$ cat config.mk
export PLATFORM = sky130hd
export DESIGN_NAME = seq_shifter
export DESIGN_NICKNAME = d
export VERILOG_FILES = /design/src/rtl/seq_shifter.sv
export SDC_FILE = /design/constraint.sdc
export NUM_CORES = 1
export LEC_CHECK = 0
export ABC_AREA = 1
export BUFFER_PORTS_ARGS = -buffer_cell sky130_fd_sc_hd__buf_2
export CAP_MARGIN = 20
export CORE_ASPECT_RATIO = 0.75
export CORE_UTILIZATION = 47
export DETAILED_ROUTE_END_ITERATION = 10
export GPL_ROUTABILITY_DRIVEN = 0
export GPL_TIMING_DRIVEN = 0
export PLACE_DENSITY_LB_ADDON = 0.05
export RECOVER_POWER = 50
export SLEW_MARGIN = 30
export SYNTH_ARGS = -nofsm -noshare
export SYNTH_HDL_FRONTEND = slang
export SYNTH_SLANG_ARGS = --single-unit
$ cat constraint.sdc
create_clock -name Clk -period 4.2 [get_ports Clk]
set_clock_uncertainty 0.15 [all_clocks]
set_input_delay 1.05 -clock Clk [delete_from_list [all_inputs] [get_ports Clk]]
set_output_delay 1.05 -clock Clk [all_outputs]
set_load 0.01 [all_outputs]
$ cat src/rtl/seq_shifter.sv
// Multi-cycle shift/rotate unit: moves up to STEP bit positions per clock,
// with valid/ready handshakes on both the operand and the result side.
module seq_shifter #(
    parameter int DATAWIDTH = 8,
    parameter int SHWIDTH   = 3,
    parameter int STEP      = 1
) (
    input  logic                 Clk,
    input  logic                 Rst,
    input  logic                 in_valid,
    output logic                 in_ready,
    input  logic [DATAWIDTH-1:0] a,
    input  logic [SHWIDTH-1:0]   sh_amt,
    input  logic [2:0]           mode,
    output logic                 out_valid,
    input  logic                 out_ready,
    output logic [DATAWIDTH-1:0] d,
    output logic                 busy
);

    localparam int RW = $clog2(DATAWIDTH + 1);

    localparam logic [2:0] M_SHL  = 3'd0;
    localparam logic [2:0] M_SHR  = 3'd1;
    localparam logic [2:0] M_SRA  = 3'd2;
    localparam logic [2:0] M_ROL  = 3'd3;
    localparam logic [2:0] M_ROR  = 3'd4;
    localparam logic [2:0] M_PASS = 3'd5;

    typedef enum logic [1:0] {IDLE, SHIFT, DONE} state_t;

    state_t                 state;
    logic                   loaded;
    logic [DATAWIDTH-1:0]   data;
    logic [RW-1:0]          rem;
    logic [2:0]             mode_r;
    logic [RW-1:0]          k;
    logic [DATAWIDTH-1:0]   next_data;

    // Shifts saturate at DATAWIDTH (all fill bits); rotates wrap modulo DATAWIDTH.
    function automatic logic [RW-1:0] eff_amt(input logic [SHWIDTH-1:0] amt,
                                              input logic [2:0]         m);
        logic [31:0] a32;
        a32 = 32'(amt);
        if (m == M_ROL || m == M_ROR)
            eff_amt = RW'(a32 % 32'(DATAWIDTH));
        else if (a32 > 32'(DATAWIDTH))
            eff_amt = RW'(DATAWIDTH);
        else
            eff_amt = RW'(a32);
    endfunction

    // One partial step of k positions; the arithmetic shift keeps replicating the
    // original sign bit because every step preserves the MSB.
    function automatic logic [DATAWIDTH-1:0] step_op(input logic [DATAWIDTH-1:0] v,
                                                     input logic [RW-1:0]        kk,
                                                     input logic [2:0]           m);
        logic signed [DATAWIDTH-1:0] sv;
        logic [DATAWIDTH-1:0]        res;
        sv  = v;
        res = v;
        case (m)
            M_SHL:   res = v << kk;
            M_SHR:   res = v >> kk;
            M_SRA:   res = sv >>> kk;
            M_ROL:   res = (v << kk) | (v >> (RW'(DATAWIDTH) - kk));
            M_ROR:   res = (v >> kk) | (v << (RW'(DATAWIDTH) - kk));
            default: res = v;
        endcase
        step_op = res;
    endfunction

    always_comb begin
        k         = (rem > RW'(STEP)) ? RW'(STEP) : rem;
        next_data = step_op(data, k, mode_r);
    end

    // The effective amount is registered at accept so the modulo stays off the
    // decision path; the following cycle chooses between SHIFT and DONE.
    always_ff @(posedge Clk or negedge Rst) begin
        if (!Rst) begin
            state     <= IDLE;
            loaded    <= 1'b0;
            data      <= '0;
            rem       <= '0;
            mode_r    <= '0;
            d         <= '0;
            in_ready  <= 1'b1;
            out_valid <= 1'b0;
            busy      <= 1'b0;
        end else begin
            case (state)
                IDLE: begin
                    if (loaded) begin
                        loaded <= 1'b0;
                        busy   <= 1'b1;
                        if (rem == '0 || mode_r >= M_PASS) begin
                            d         <= data;
                            out_valid <= 1'b1;
                            state     <= DONE;
                        end else begin
                            state <= SHIFT;
                        end
                    end else if (in_valid) begin
                        data     <= a;
                        mode_r   <= mode;
                        rem      <= eff_amt(sh_amt, mode);
                        loaded   <= 1'b1;
                        in_ready <= 1'b0;
                    end
                end
                SHIFT: begin
                    data <= next_data;
                    rem  <= rem - k;
                    if (rem == k) begin
                        d         <= next_data;
                        out_valid <= 1'b1;
                        state     <= DONE;
                    end
                end
                DONE: begin
                    if (out_ready) begin
                        out_valid <= 1'b0;
                        busy      <= 1'b0;
                        in_ready  <= 1'b1;
                        state     <= IDLE;
                    end
                end
                default: begin
                    state     <= IDLE;
                    loaded    <= 1'b0;
                    out_valid <= 1'b0;
                    busy      <= 1'b0;
                    in_ready  <= 1'b1;
                end
            endcase
        end
    end

endmodule

==> results.ini, run 1 <==
[placement]
portBuffers = 28
dpl.hpwl_um = 4540

[clock_tree]
root_buffer = clkbuf_8
cts.sinks = 29
clk_latency_ns = 0.28
postCtsResizedCells = 0
numCtsBuffers = 5
cts_setup_buffers = 0
cts_tree = built
clkTransAtPathRegs_ns = 0.07
hold_buffers = 0
cts_htree_levels = 2
clock_path_buffers = 2

[route]
vias_per_cell = 5.29
dr.pass1.iters = 5
drt_iter0_markers = 168
route.vias.total = 2323
route.detailed.drc = 0
routed_wl_um = 5990
detail_route.wl_per_cell_um = 13.6
ant_nets = 0

[finish]
postLayoutCoreUtil_pct = 56.4
syn2layout_area_growth_pct = 12.7
drive_gt1_share_pct = 18.6
regArea_um2 = 727
fillers = 464
multi_input_comb_area_mm2 = 0.00128
finalNetCount = 404
diodes = 0

[logic_synthesis]
synth_area_leaders = dfrtp_1 (31%), nand2_1 (14%), a21oi_1 (8.4%)
ys_seq_area_share_pct = 32.0
synth_edf_count = 0
netlist_area_mm2 = 0.00227
synth_flop_cell = dfrtp_1
synth_top_area_share_pct = 30.8
yosysUniqueCellTypes = 35
ys_warn_count = 0
ys_async_sr_fraction_pct = 100
ys_ff_latch = 29
netlist_instances = 346
synth_fp_nets = 369
yosysTopAreaCell = dfrtp_1
avgSynthCellArea_um2 = 6.57

[floorplan]
fp.dieH_um = 62.2
rows = 21
io_pins = 29
die_x_um = 82.3
die_area_mm2 = 0.00512
start_util_pct = 50.0
core_area_mm2 = 0.00455

[worst_setup_path]
cp.required_ns = 4.21
slowest_stage = nor2_1
cp-start-kind = flip-flop
worstSetupPathType = reg -> reg
crit_path_end_kind = flip-flop
cp.arrival_ns = 2.90
cpMostUsedCell = nand2_1
critPathTopFamily = simple AND/OR/NAND/NOR gates
critPathBufInv = 5
crit_chain = nor2_1 -> nand2_4 -> inv_4 -> buf_6 -> ha_1 -> buf_2 -> inv_1 -> buf_2 -> nand2_1 -> nand3_2 -> nand2_1 -> nand2_1 -> nand2_1 -> nand2_1 -> nand2_1 -> nand2_2 -> a21oi_2
cp_slowest_stage_delay_ns = 0.44
crit_fanout = 10

[grt]
grt_first_pass_wirelength_um = 10200
overflow = 0
grt_pass1_vias = 2192
grtUsageTotal_pct = 26.1
grt_max_degree = 30
grt_antenna_before_repair = 0

[power_and_ir_drop]
leakage_nw = 1.36
p_total_mw = 2.33
power_density_mw_per_mm2 = 910
vdd_ir_drop_max_mv = 0.530

[sta]
rsz0062_at_grt = no
min_period_ns = 2.89
slew_headroom_pct = -7.72
hold_ws_ns = 0.352
setup_violations = 0
drv_slew = 30
fmax_mhz = 346
setup_tns_ns = 0
hold_viol_final = 0
finalCritPeriodShare_pct = 68.8
worst_pin_slew_ns = 1.62

[status]
status = finished with violations
violations = capacitance limit, slew limit

[hold_path]
min_path_type = reg -> reg

[job]
maxCapViolations = 1

-- Yosys cell counts (2+ instances only) --
master / count
nand2_1: 84
inv_1: 42
a21oi_1: 38
nor2_1: 35
dfrtp_1: 28
nand3_1: 24
o21ai_0: 18
nand2_2: 8
o21ai_1: 7
a21boi_1: 6
buf_2: 6
nor3_1: 6
ha_1: 5
inv_2: 4
o22ai_1: 4
a21oi_2: 3
clkbuf_1: 3
nand2_4: 3
buf_6: 2
nor2_4: 2
nor3_2: 2
o211ai_1: 2
o21ai_2: 2
-- layer usage --
layer	GRT usage (%)	vias up	part of all wire [%]
met1	39.0	1066	51
met3	5.00	4	5.0
met5	0	-	0
met4	5.70	0	0.57
met2	38.5	65	43
li1	-	1188	-
-- cell usage in the layout, fill, tap and decap left out, types with 2 or more instances in the layout --
cell type / count
a21boi_1: 6
a21oi_1: 38
a21oi_2: 3
buf_2: 33
buf_6: 2
clkbuf_1: 4
clkbuf_8: 5
clkinv_2: 2
dfrtp_1: 28
ha_1: 5
inv_1: 42
inv_2: 4
nand2_1: 84
nand2_2: 8
nand2_4: 3
nand3_1: 24
nor2_1: 36
nor3_1: 6
nor3_2: 2
o211ai_1: 2
o21ai_0: 18
o21ai_1: 7
o21ai_2: 2
o22ai_1: 4
-- power breakdown --
part           total [mW]  leakage (nW)  internal, mW  switching (mW)
logic                1.57         0.979         0.542            1.03
clock network       0.227        0.0439         0.114           0.113
registers           0.537         0.332         0.422           0.115
total                2.33          1.36          1.08            1.25
-- worst reg2reg max path, stage by stage, from the launching register on --
cell     delay [ns]
dfrtp_1        0.41
nor2_1         0.44
nand2_4        0.15
inv_4          0.12
buf_6          0.15
ha_1           0.23
buf_2          0.19
inv_1          0.11
buf_2          0.23
nand2_1        0.09
nand3_2        0.07
nand2_1        0.06
nand2_1        0.06
nand2_1        0.06
nand2_1        0.06
nand2_1        0.07
nand2_2        0.09
a21oi_2        0.05
-- kinds of logic (layout without fill, tap and decap cells) --
logic type	after synthesis	in the layout	synth area share [%]
and+or+nand+nor	166	166	32.5
AOI/OAI and AO/OA	84	84	21.0
buffers and inverters	60	96	11.2
DFF	29	29	32.0
adders and majority gates	5	5	2.75
other	1	1	0.165
xor gates and xnor gates	1	1	0.385
-- worst paths after layout --
path	cells past startpoint	end	startpoint	slack, ns
max in group asynchronous	1	mode_r[0]	Rst	1.94
min in group asynchronous	1	d[7]	Rst	1.02
worst max register to register	17	d[7]	rem[2]	1.31
worst min register to register	1	rem[3]	rem[3]	0.35
worst max-delay path	17	d[7]	rem[2]	1.31
worst min-delay path	1	rem[3]	rem[3]	0.35
-- state kept, by name (all words and copies together), names as in the netlist --
name       count
mode_r         3
d              8
state          2
busy           1
data           8
loaded         1
out_valid      1
rem            4
in_ready       1
-- cell type report --
type / instances / share of cell area, %
multi-input combinational: 257 / 50.1
clock inverter: 3 / 0.684
sequential: 29 / 28.4
tap: 57 / 2.78
clock buffer: 5 / 2.69
buffer: 13 / 2.93
inverter: 47 / 6.98
timing repair buffer: 28 / 5.42
-- through the flow --
step	std cells	setup WS [ns]	instance area, um2
6_report	439	1.31	2560
5_1_grt	439	1.11	2560
4_1_cts	439	1.58	2570
3_5_place_dp	431	1.61	2480
3_3_place_gp	431	1.61	2480
2_1_floorplan	346	1.95	2270
Note: power is estimated with default switching activity, not from simulation.
==> run 2, diff against run 1 <==
--- a/config.mk
+++ b/config.mk
@@ -5,7 +5,7 @@
 export SDC_FILE = /design/constraint.sdc
 export NUM_CORES = 1
 export LEC_CHECK = 0
-export ABC_AREA = 1
+export ABC_AREA = 0
 export BUFFER_PORTS_ARGS = -buffer_cell sky130_fd_sc_hd__buf_2
 export CAP_MARGIN = 20
 export CORE_ASPECT_RATIO = 0.75
==> constraint.sdc (replaced) <==
create_clock -name Clk -period 2.9 [get_ports Clk]
set_clock_uncertainty 0.15 [all_clocks]
set_input_delay 0.725 -clock Clk [delete_from_list [all_inputs] [get_ports Clk]]
set_output_delay 0.725 -clock Clk [all_outputs]
set_load 0.01 [all_outputs]
==> results.ini, run 2 <==
[logic_synthesis]
netlist_area_mm2 = 0.00232  ; +2.0%
avgSynthCellArea_um2 = 8.16  ; +24%
yosysMostFrequentCell = dfrtp_1
synthTopCellsByCount = dfrtp_1 (28), a21oi_1 (27), nor2_1 (25)
synth_top_area_share_pct = 30.2  ; -0.60 points
synth_edf_count = 0  ; unchanged
synth_area_leaders = dfrtp_1 (30%), a21oi_1 (5.8%), o21ai_0 (5.0%)
synth_fp_nets = 307  ; -17%
yosysUniqueCellTypes = 63  ; +80%
ys_seq_area_share_pct = 31.4  ; -0.62 points
ys_async_sr_fraction_pct = 100  ; unchanged
netlist_instances = 284  ; -18%
yosysTopAreaCell = dfrtp_1
ys_warn_count = 0  ; unchanged
ys_ff_latch = 29  ; unchanged
synth_flop_cell = dfrtp_1

[clock_tree]
root_buffer = clkbuf_8
clk_latency_ns = 0.29  ; about the same
cts_tree = built
numCtsBuffers = 5  ; unchanged
cts.sinks = 29  ; unchanged
clkTransAtPathRegs_ns = 0.06  ; about the same
hold_buffers = 0  ; unchanged
cts_htree_levels = 2  ; unchanged
clock_path_buffers = 2  ; unchanged

[worst_setup_path]
cp.required_ns = 2.90  ; -1.31 ns
crit_path_end_kind = flip-flop
reg2reg_from = rem[2]
cp.arrival_ns = 2.85  ; -0.05 ns
crit_fanout = 7  ; -3
ff2ff_path_depth = 10  ; -7
cp-start-kind = flip-flop
r2r_end = data[4]
rrSetupSlack_ns = 0.04  ; -1.27 ns
worstSetupPathType = reg -> reg

[placement]
dpl.hpwl_um = 4890  ; +7.6%
portBuffers = 28  ; unchanged

[hold_path]
hold_path_end = d[6]
min_from = d[6]
min_path_cells = 2  ; +1
min_path_type = reg -> reg

[grt]
grt_use_met2_pct = 39.2  ; +0.71 points
grt_max_degree = 30  ; unchanged
grtUsageTotal_pct = 27.5  ; +1.4 points
busiest_layer = met1
grt_antenna_before_repair = 0  ; unchanged
overflow = 0  ; unchanged
use_met1_pct = 40.6  ; +1.7 points
grt_first_pass_wirelength_um = 11200  ; +9.0%
grt_pass1_vias = 2204  ; +0.55%
use_met3_pct = 5.81  ; +0.81 points

[route]
route.vias.total = 2375  ; +2.2%
route.detailed.drc = 0  ; unchanged
detail_route.wl_per_cell_um = 18.1  ; +33%
vias_per_cell = 6.23  ; +18%
drt_iter0_markers = 257  ; +53%
routed_wl_um = 6890  ; +15%
dr.pass1.iters = 5  ; unchanged
ant_nets = 0  ; unchanged

[sta]
min_period_ns = 2.86  ; -0.0326 ns
finalCritPeriodShare_pct = 98.5  ; +30 points
hold_viol_final = 0  ; unchanged
fmax_mhz = 350  ; +1.1%
worst_pin_slew_ns = 1.56  ; -0.0595 ns
drv_slew = 30  ; unchanged
hold_ws_ns = 0.326  ; -0.0255 ns
slew_headroom_pct = -3.76  ; +4.0 points
setup_violations = 0  ; unchanged
setup_tns_ns = 0  ; unchanged

[status]
status = finished with violations
violations = capacitance limit, slew limit

[power_and_ir_drop]
p_total_mw = 3.61  ; +55%
leakage_nw = 1.09  ; -19%
vdd_ir_drop_max_mv = 0.600  ; +13%
power_density_mw_per_mm2 = 1310  ; +44%

[floorplan]
fp.dieH_um = 62.8  ; +0.96%
die_x_um = 83.1  ; +0.96%
core_area_mm2 = 0.00460  ; +1.2%
rows = 21  ; unchanged
io_pins = 29  ; unchanged
die_area_mm2 = 0.00522  ; +1.9%
start_util_pct = 50.4  ; +0.41 points

[job]
maxCapViolations = 1  ; unchanged

[finish]
most-common-layout-cells = a21oi_1 (27), dfrtp_1 (27), clkbuf_1 (26)
fillers = 429  ; -7.5%
diodes = 0  ; unchanged
finalNetCount = 346  ; -14%
syn2layout_area_growth_pct = 18.9
layout_top_registers = d: 8 flops, data: 8 flops, rem: 4 flops
drive_gt1_share_pct = 24.1  ; +5.5 points

run 2: changes by cell type after synthesis, sizes merged, moves of 5 or more:
| cell | change |
|---|---|
| a21boi | -5 |
| a21oi | -14 |
| a31oi | +6 |
| buf | -5 |
| clkbuf | +21 |
| inv | -38 |
| mux2 | +9 |
| mux2i | +8 |
| nand2 | -72 |
| nand3 | -19 |
| nor2 | -12 |
| nor2b | +6 |
| o221ai | +5 |
| o32ai | +6 |
run 2: stage by stage:
step                      setup WS (ns)  cell area, um2  utilization (%)  cells
after floorplan                  0.0718            2320                -    284
after detailed placement         -0.420            2530             55.0    369
after global placement           -0.478            2530             55.0    369
final                            0.0427            2760             60.0    381
after CTS                       0.00389            2680             58.4    376
after global routing            -0.0334            2760             60.0    381
run 2: what timing repair did:
item,CTS,global route
buffers inserted,1,5
resized for setup,15,13
endpoints found under the setup margin,15,14
pin swaps,3,9
run 2: logic make-up after synthesis:
family	share of synthesized area, %
buf+inv	7.39
simple gates	20.3
fa+ha+maj	2.70
xor+xnor	0.756
flops	31.4
mux	8.80
other cells	0.162
compound gates	28.5
run 2: layer usage:
| layer | share of wire [%] | vias up | wire length (um) |
|---|---|---|---|
| met4 | 2.5 | 0 | 174 |
| met2 | 42 | 111 | 2930 |
| met3 | 7.5 | 26 | 517 |
| li1 | - | 1126 | - |
| met5 | 0 | - | 0 |
| met1 | 47 | 1112 | 3270 |
run 2: final cells by class:
type | count | area [um2] | area share (%)
Inverter | 9 | 41.3 | 1.50
Tap cell | 57 | 71.3 | 2.59
Sequential cell | 29 | 728 | 26.4
Clock buffer | 8 | 90.1 | 3.27
Timing Repair Buffer | 34 | 180 | 6.53
Multi-Input combinational cell | 217 | 1500 | 54.3
Buffer | 27 | 149 | 5.40
run 2: worst max-delay path by stage:
| stage | start | endpoint | depth (start not counted) |
|---|---|---|---|
| after global placement | rem[2] | d[7] | 11 |
| after CTS | rem[1] | data[4] | 10 |
| after detailed placement | rem[2] | data[5] | 12 |
| after global routing | rem[1] | data[4] | 10 |
| after floorplan | rem[2] | d[7] | 11 |
| final | rem[2] | data[4] | 10 |
run 2: power by group:
part / internal, mW / total (mW) / switching [mW]
registers: 0.601 / 0.745 / 0.144
clock network: 0.193 / 0.344 / 0.151
logic: 1.01 / 2.52 / 1.52
total: 1.80 / 3.61 / 1.81
run 2: worst max-delay path, cell delays in order, from the launching register on:
cell	delay (ns)
dfrtp_1	0.40
or4_4	0.55
buf_12	0.15
inv_8	0.07
buf_8	0.10
ha_4	0.24
mux2i_4	0.23
o32ai_2	0.11
a221oi_2	0.36
o211a_1	0.25
a21oi_1	0.09
==> run 3, diff against run 2 <==
--- a/config.mk
+++ b/config.mk
@@ -8,8 +8,10 @@
 export ABC_AREA = 0
 export BUFFER_PORTS_ARGS = -buffer_cell sky130_fd_sc_hd__buf_2
 export CAP_MARGIN = 20
+export CELL_PAD_IN_SITES_DETAIL_PLACEMENT = 1
+export CELL_PAD_IN_SITES_GLOBAL_PLACEMENT = 2
 export CORE_ASPECT_RATIO = 0.75
-export CORE_UTILIZATION = 47
+export CORE_UTILIZATION = 35
 export DETAILED_ROUTE_END_ITERATION = 10
 export GPL_ROUTABILITY_DRIVEN = 0
 export GPL_TIMING_DRIVEN = 0
==> results.ini, run 3 (synthesized netlist as in run 2, its figures left out) <==
[floorplan]
rows = 25  ; +19%
start_util_pct = 36.5  ; -14 points
die_x_um = 96.0  ; +15%
fp.dieH_um = 72.5  ; +15%
die_area_mm2 = 0.00696  ; +33%
core_area_mm2 = 0.00635  ; +38%
io_pins = 29  ; unchanged

[grt]
grtUsageTotal_pct = 24.5  ; -3.0 points
grt_antenna_before_repair = 0  ; unchanged
grt_first_pass_wirelength_um = 12700  ; +14%
grt_max_degree = 30  ; unchanged
grt_pass1_vias = 2306  ; +4.6%
overflow = 0  ; unchanged

[power_and_ir_drop]
vdd_ir_drop_max_mv = 0.486  ; -19%
leakage_nw = 1.16  ; +5.7%
power_density_mw_per_mm2 = 1320  ; +0.76%

[worst_setup_path]
cp.arrival_ns = 2.84  ; about the same
worstSetupPathType = reg -> reg
rrSetupSlack_ns = 0.06  ; about the same
crit_path_end_kind = flip-flop
cp.required_ns = 2.90  ; about the same
slowest_stage = or4_4
reg2reg_from = rem[1]
ff2ff_path_depth = 10  ; unchanged
setup.worst_path.end = data[4]
cp.depth = 10  ; unchanged
r2r_end = data[4]
cp_slowest_stage_delay_ns = 0.55  ; about the same
crit_fanout = 7  ; unchanged
crit_start = rem[1]
critPathTopFamily = compound AO/OA/AOI/OAI gates
cp-start-kind = flip-flop
critPathBufInv = 3  ; unchanged
crit_chain = or4_4 -> buf_12 -> clkinv_8 -> buf_8 -> ha_4 -> mux2i_4 -> o32ai_2 -> a221oi_2 -> o211a_1 -> a21oi_2

[finish]
postLayoutCoreUtil_pct = 45.9  ; -14 points
syn2layout_area_growth_pct = 25.8
finalNetCount = 354  ; +2.3%
diodes = 0  ; unchanged
layout_commonest_cell = dfrtp_1
most-common-layout-cells = dfrtp_1 (26), clkbuf_1 (25), nor2_1 (25), buf_2 (25), a21oi_1 (25)
stdcell_area_mm2 = 0.00292  ; +5.8%
layout_top_registers = d: 8 flops, data: 8 flops, rem: 4 flops
drive_gt1_share_pct = 27.4  ; +3.3 points

[route]
detail_route.wl_per_cell_um = 19.7  ; +8.8%
dr.pass1.iters = 4  ; -1
drt_iter0_markers = 132  ; -49%
vias_per_cell = 5.72  ; -8.3%
route.vias.total = 2361  ; -0.59%
ant_nets = 0  ; unchanged
routed_wl_um = 8130  ; +18%
route.detailed.drc = 0  ; unchanged

[placement]
dpl.hpwl_um = 5660  ; +16%
portBuffers = 28  ; unchanged
dpl-instance-area_mm2 = 0.00256  ; +1.2%
pre_cts_ws_ns = -0.598  ; -0.178 ns

[clock_tree]
clkTransAtPathRegs_ns = 0.07  ; about the same
cts.sinks = 29  ; unchanged
clock_path_buffers = 2  ; unchanged
root_buffer = clkbuf_8
cts_tree = built
cts_htree_levels = 2  ; unchanged
clk_latency_ns = 0.28  ; about the same
numCtsBuffers = 5  ; unchanged

[sta]
slew_headroom_pct = -9.85  ; -6.1 points
rsz0062_at_grt = yes
hold_ws_ns = 0.335  ; +0.00852 ns
fmax_mhz = 352  ; +0.48%
worst_pin_slew_ns = 1.65  ; +0.0914 ns
finalCritPeriodShare_pct = 98.1  ; -0.47 points
setup_tns_ns = 0  ; unchanged
setup_ws_ns = 0.0562  ; +0.0135 ns
drv_slew = 30  ; unchanged
setup_violations = 0  ; unchanged
hold_viol_final = 0  ; unchanged
min_period_ns = 2.84  ; -0.0135 ns

[hold_path]
min_path_type = reg -> reg

[job]
maxCapViolations = 1  ; unchanged

[status]
violations = capacitance limit, slew limit
status = finished with violations

[run 3: cell types whose count changed in the layout (fill, tap and decap cells not counted), sizes merged]
cell    before  now
buf         37   44
clkinv       0    2
inv          9    8
[run 3: worst min-delay path by stage]
stage                  start        to  slack [ns]  cells past startpoint
finish                  d[0]      d[0]        0.33                      2
global route        in_ready  in_ready        0.37                      2
CTS                     d[0]      d[0]        0.34                      2
detailed placement      d[0]      d[0]        0.32                      2
global placement        d[6]      d[6]        0.31                      2
floorplan                Rst      busy        0.28                      0
[run 3: metal layers]
layer | GRT usage, % | part of all wire [%]
met2 | 35.4 | 44
met4 | 4.15 | 0.31
met5 | 0 | 0
met3 | 5.35 | 6.0
met1 | 37.5 | 50
[run 3: layout make-up]
class / instances / area (um2)
plain buffers: 27 / 150
clock buffers: 7 / 96.3
clock inverters: 1 / 5.00
fillers: 766 / 3430
inverters: 9 / 46.3
multi-input cells: 217 / 1550
flip-flops and latches: 29 / 729
well taps: 81 / 101
repair buffers: 42 / 239
[run 3: per-stage QoR]
stage | std cells | power, mW
detailed placement | 393 | 3.05
finish | 413 | 3.85
global placement | 393 | 3.07
global route | 413 | 4.17
CTS | 404 | 3.62
floorplan | 284 | 2.39
[run 3: worst register-to-register path, delay by kind of cell (launching register included)]
kind / cells / cell delay, ns
AOI/OAI and AO/OA: 4 / 0.82
adders and majority gates: 1 / 0.23
buffers and inverters: 3 / 0.33
DFF: 1 / 0.41
muxes: 1 / 0.23
and+or+nand+nor: 1 / 0.55
[run 3: power breakdown]
group | internal (mW) | switching, mW | leakage [nW] | total (mW)
clock network | 0.214 | 0.160 | 0.0542 | 0.374
logic | 1.09 | 1.65 | 0.761 | 2.74
registers | 0.602 | 0.134 | 0.342 | 0.736
[run 3: what timing repair did]
action                     4_1_cts  5_1_grt
pin swaps                        7       12
hold buffers                     0        0
buffers inserted                 5        9
resized for setup               19       18
setup endpoints to repair       16       15
